==> src/rtl/y_to_strip_id_pkg.sv <==
// y_to_strip_id_pkg: shared strip geometry, FSM states and the strip base formula.
package y_to_strip_id_pkg;
  localparam int Y_W = 8;
  localparam int ID_W = 4;
  localparam int NUM_STRIPS = 13;
  localparam logic [Y_W:0] Y_MAX = 9'd128;
  typedef enum logic [1:0] {IDLE, SEARCH, DONE} state_t;
  // Bases run 0..128; id 14 is the virtual strip that closes strip 13.
  function automatic logic [Y_W:0] strip_base(input logic [ID_W-1:0] id);
    logic [Y_W:0] i;
    i = {{(Y_W+1-ID_W){1'b0}}, id};
    return id == '0 ? '0 :
           id >= 4'd12 ? (i << 4) - 9'd96 :
           id[0] ? (i - 9'd1) << 3 :
           (i << 3) - (9'd9 - (i >> 1));
  endfunction
endpackage

==> src/rtl/y_to_strip_id_lut.sv <==
// strip_base_lut: combinational strip id (1..14) to 9-bit y base.
module strip_base_lut
  import y_to_strip_id_pkg::*;
(
  input  logic [ID_W-1:0] id,
  output logic [Y_W:0]    base
);
  assign base = strip_base(id);
endmodule

==> src/rtl/y_to_strip_id.sv <==
// y_to_strip_id: iterative y-row to strip id/offset/height search behind valid/ready.
module y_to_strip_id
  import y_to_strip_id_pkg::*;
(
  input  logic            clk_i,
  input  logic            rst_n_i,
  input  logic            in_valid_i,
  output logic            in_ready_o,
  input  logic [Y_W-1:0]  y_i,
  output logic            out_valid_o,
  input  logic            out_ready_i,
  output logic [ID_W-1:0] strip_id_o,
  output logic [4:0]      offset_o,
  output logic [4:0]      height_o,
  output logic            err_o
);
  state_t state, state_nx;
  logic rdy_q, acc, big, hit;
  logic [Y_W-1:0] y_q;
  logic [ID_W-1:0] id_q, id_nx;
  logic [Y_W:0] base_lo, base_hi;
  assign id_nx = id_q + 4'd1;
  strip_base_lut u_lo (.id(id_q),  .base(base_lo));
  strip_base_lut u_hi (.id(id_nx), .base(base_hi));
  assign acc = state == IDLE && in_valid_i && rdy_q;
  assign big = {1'b0, y_i} >= Y_MAX;
  assign hit = {1'b0, y_q} < base_hi;
  always_ff @(posedge clk_i or negedge rst_n_i)
    if (!rst_n_i) state <= IDLE;
    else state <= state_nx;
  always_comb
    state_nx = state == IDLE   ? (acc ? (big ? DONE : SEARCH) : IDLE) :
               state == SEARCH ? (hit ? DONE : SEARCH) :
               (out_ready_i ? IDLE : DONE);
  always_comb begin
    in_ready_o = rdy_q;
    out_valid_o = state == DONE;
  end
  // Ready is registered so it stays low through reset and rises one clock after release.
  always_ff @(posedge clk_i or negedge rst_n_i) begin
    if (!rst_n_i) begin
      rdy_q <= 1'b0;
      y_q <= '0;
      id_q <= '0;
      strip_id_o <= '0;
      offset_o <= '0;
      height_o <= '0;
      err_o <= 1'b0;
    end else begin
      rdy_q <= state_nx == IDLE;
      if (acc) begin
        y_q <= y_i;
        id_q <= 4'd1;
        strip_id_o <= '0;
        offset_o <= '0;
        height_o <= '0;
        err_o <= big;
      end else if (state == SEARCH) begin
        if (hit) begin
          strip_id_o <= id_q;
          offset_o <= 5'({1'b0, y_q} - base_lo);
          height_o <= 5'(base_hi - base_lo);
        end else id_q <= id_nx;
      end
    end
  end
endmodule

==> config.mk <==
export PLATFORM = sky130hd
export DESIGN_NAME = y_to_strip_id
export DESIGN_NICKNAME = d
export VERILOG_FILES = /design/src/rtl/y_to_strip_id_pkg.sv /design/src/rtl/y_to_strip_id_lut.sv /design/src/rtl/y_to_strip_id.sv
export SDC_FILE = /design/constraint.sdc
export NUM_CORES = 1
export LEC_CHECK = 0
export ABC_CLOCK_PERIOD_IN_PS = 4500
export BUFFER_PORTS_ARGS = -buffer_cell sky130_fd_sc_hd__buf_2
export CORE_MARGIN = 2
export CORE_UTILIZATION = 40
export CTS_CLUSTER_SIZE = 20
export DETAILED_ROUTE_END_ITERATION = 16
export PLACE_DENSITY = 0.69
export SLEW_MARGIN = 20
export SYNTH_ARGS = -nofsm -noshare
export SYNTH_HDL_FRONTEND = slang
export SYNTH_SLANG_ARGS = --single-unit
==> constraint.sdc <==
create_clock -name clk_i -period 4.5 [get_ports clk_i]
set_clock_uncertainty 0.05 [all_clocks]
set_input_delay 0.225 -clock clk_i [delete_from_list [all_inputs] [get_ports clk_i]]
set_output_delay 0.225 -clock clk_i [all_outputs]
set_load 0.05 [all_outputs]
==> results.py <==
metrics = {
    "status": {
        "outcome": "finished clean",
    },
    "pwr": {
        "swShare": 0.4824,
        "seq_power_share": 0.227,
        "p_sw_uw": 882.6,
        "intPower_uw": 947.2,
        "p_leak_nw": 1.267,
        "power_density_mw_per_mm2": 706.2,
        "vdd_drop_max_v": 0.0002923,
        "combPwrFrac": 0.662,
        "pwr-share-clk": 0.111,
    },
    "floorplan": {
        "die-area_mm2": 0.006332,
        "die_y_um": 79.58,
        "core.rowCount": 27,
        "start_util": 0.4149,
        "core-area_mm2": 0.005507,
        "io_pins": 29,
        "die_w_um": 79.58,
    },
    "sta": {
        "period_needed_ns": 4.108,
        "drv_slew": 0,
        "setup_viol": 0,
        "slew-limit-headroom": 0.3739,
        "max_freq_mhz": 243.5,
        "grt_setup_unrepaired": "no",
        "fin_crit_sh": 0.9128,
        "finalHoldViolations": 0,
        "setup_tns_ns": 0,
        "tightest_slew_ns": 0.9365,
    },
    "placement": {
        "port_buffers": 28,
        "post-place-cells": 347,
        "dp_hpwl_um": 3726,
        "globalplace.congestion": 0.8765,
    },
    "clock_tree": {
        "clock-sinks": 30,
        "cts_max_level": 2,
        "post_cts_resize_count": 0,
        "postCtsSetupRepairBufs": 0,
        "clk_latency_ns": 0.28,
        "cts_root_buf": "clkbuf_8",
        "cts_tree": "yes",
        "clkTransAtPathRegs_ns": 0.06,
        "clock_path_buffers": 2,
        "cts_made_buffers": 5,
    },
    "layout": {
        "mostFrequentLayoutCells": "52 x nand2_1, 30 x dfrtp_1, 28 x ha_1, 28 x buf_2, 15 x mux2i_1",
        "drive_above_1_share": 0.1943,
        "final_nets": 325,
        "final_common_cell": "nand2_1",
        "diodes": 0,
        "num-fill-cells": 526,
        "finalNonFillerCells": 355,
        "syn2layout_area_growth_pct": 13.42,
    },
    "setup_path": {
        "crit_top_cell": "ha_1",
        "crit_fanout": 15,
        "max_stage_delay_ns": 0.50,
        "start_kind": "register",
        "crit_slowest_cell": "dfrtp_1",
        "worst_setup_path_end_kind": "register",
        "crit_type": "register to register",
        "cp.arrival_ns": 4.26,
        "crit_required_ns": 4.65,
        "cp_cell_sequence": "ha_1 > xnor2_1 > ha_1 > inv_2 > ha_1 > nand4b_1 > nand3_1 > xnor2_1 > a22oi_1 > nor3_1 > a211o_1 > ha_1 > a22oi_1 > o211ai_1 > o21ai_0 > a21oi_2 > nor2b_2 > buf_12 > mux2i_1",
    },
    "synthesis": {
        "syn_inst": 252,
        "synth_flop_cell": "dfrtp_1",
        "ys_seq_area_frac": 0.3286,
        "synth_nets": 294,
        "synth_warnings": 0,
        "syn_area_mm2": 0.002285,
        "async_flop_share": 1.000,
        "synth_edf_count": 0,
        "yosysUniqueCellTypes": 46,
        "synth-seq-cells": 30,
        "synth_area_per_cell_um2": 9.066,
    },
    "global_routing": {
        "grt_pass1_wl_um": 8307,
        "overflow": 0,
        "track_usage": 0.1688,
        "antenna_found_initial": 0,
        "grt_pass1_vias": 1767,
        "grt_max_degree": 31,
    },
    "route": {
        "drc_errors": 0,
        "vias": 1815,
        "vias_per_cell": 5.113,
        "drt_iter0_drc": 59,
        "drt-total-wl_um": 4850,
        "wl_per_cell_um": 13.66,
        "dr.pass1.iters": 4,
        "antenna_left": 0,
    },
    "job": {
        "cap_violations": 0,
    },
    "hold_path": {
        "hold_class": "primary input to register",
    },
}
repair_timing:
action	4_1_cts	5_1_grt
hold endpoints to repair	30	0
hold buffers	1	0
setup endpoints to repair	0	0
Yosys cell counts, types with 2 or more instances:
| cell type | instances | area share |
|---|---|---|
| a21o_1 | 5 | 0.016 |
| a21oi_1 | 12 | 0.026 |
| a21oi_2 | 2 | 0.0077 |
| a22oi_1 | 2 | 0.0066 |
| a41oi_1 | 2 | 0.0077 |
| buf_2 | 3 | 0.0066 |
| clkbuf_1 | 5 | 0.0082 |
| dfrtp_1 | 30 | 0.33 |
| fa_1 | 2 | 0.018 |
| ha_1 | 28 | 0.15 |
| inv_1 | 13 | 0.021 |
| inv_2 | 6 | 0.0099 |
| mux2i_1 | 15 | 0.066 |
| nand2_1 | 52 | 0.085 |
| nand3_1 | 5 | 0.011 |
| nand3b_1 | 2 | 0.0066 |
| nand4_1 | 2 | 0.0055 |
| nor2_1 | 4 | 0.0066 |
| nor2b_1 | 3 | 0.0082 |
| nor3_1 | 6 | 0.013 |
| o211ai_1 | 4 | 0.013 |
| o21ai_0 | 10 | 0.022 |
| o21bai_1 | 2 | 0.0066 |
| o31ai_1 | 2 | 0.0066 |
| xnor2_1 | 11 | 0.042 |
| xor2_1 | 4 | 0.015 |
registers in the layout, indices dropped and copies added, names as in the netlist:
name / cells
offset_o: 5
height_o: 5
strip_id_o: 4
err_o: 1
y_q: 8
in_ready_o: 1
state: 2
id_q: 4
area by class of cell:
type | count | area [µm²] | share of cell area
well taps | 72 | 90.09 | 0.03477
repair buffers | 35 | 207.7 | 0.08015
clock buffers | 5 | 68.82 | 0.02656
flip-flops and latches | 30 | 750.7 | 0.2897
multi-input cells | 192 | 1393 | 0.5374
clock inverters | 2 | 10.01 | 0.003863
inverters | 19 | 71.32 | 0.02752
layer usage:
layer / up-vias / global-route usage / wire, µm
met5: - / 0 / 0
met1: 839 / 0.2214 / 2358
met3: 8 / 0.03507 / 195
li1: 933 / - / -
met4: 0 / 0.06724 / 72
met2: 35 / 0.2706 / 2224
power groups by stage:
stage | sequential [mW] | clock [mW] | combinational [mW]
2_1_floorplan | 0.530 | 0 | 0.849
3_3_place_gp | 0.419 | 0 | 1.19
3_5_place_dp | 0.421 | 0 | 1.21
4_1_cts | 0.416 | 0.212 | 1.22
5_1_grt | 0.427 | 0.220 | 1.37
6_report | 0.416 | 0.203 | 1.21
path summary, 6_finish.rpt:
check,startpoint,to,slack [ns],depth (start not counted)
worst min-delay path,y_i[2],y_q[2],0.08,3
worst min register to register,y_q[7],y_q[7],0.44,2
worst max register to register,id_q[0],offset_o[4],0.39,19
worst max-delay path,id_q[0],offset_o[4],0.39,19
min in group asynchronous,rst_n_i,offset_o[1],0.45,2
max in group asynchronous,rst_n_i,id_q[0],3.52,2
per-stage QoR:
step | setup slack [ns] | power, mW | util | hold slack, ns | area [µm²]
6_report | 0.3924 | 1.830 | 0.4706 | 0.07584 | 2591
5_1_grt | 0.05021 | 2.017 | 0.4706 | 0.09309 | 2591
4_1_cts | 0.3812 | 1.849 | 0.4706 | 0.06420 | 2591
3_5_place_dp | 0.4150 | 1.632 | 0.4544 | 0.2413 | 2502
3_3_place_gp | 0.4884 | 1.613 | 0.4544 | 0.2381 | 2502
2_1_floorplan | 0.3503 | 1.379 | - | -0.1206 | 2285
logic make-up (layout without fill, tap and decap cells):
logic type	after synthesis	count (layout)	synth area share
AND/OR/NAND/NOR	83	83	0.1632
AO/OA/AOI/OAI	48	48	0.1391
adder cells (fa/ha/maj)	30	30	0.1709
flip-flops	30	30	0.3286
buffers and inverters	30	61	0.06298
XOR/XNOR	16	16	0.06955
multiplexers	15	15	0.06572
worst max-delay path, delay by kind of cell, from the launching register on:
family                     cells  cell delay [ns]
and+or+nand+nor                4             0.48
DFF                            1             0.50
buffers and inverters          2             0.26
xor gates and xnor gates       2             0.37
AOI/OAI and AO/OA              6             0.99
adders and majority gates      4             1.18
muxes                          1             0.21
Power figures use the tool's default switching activity.
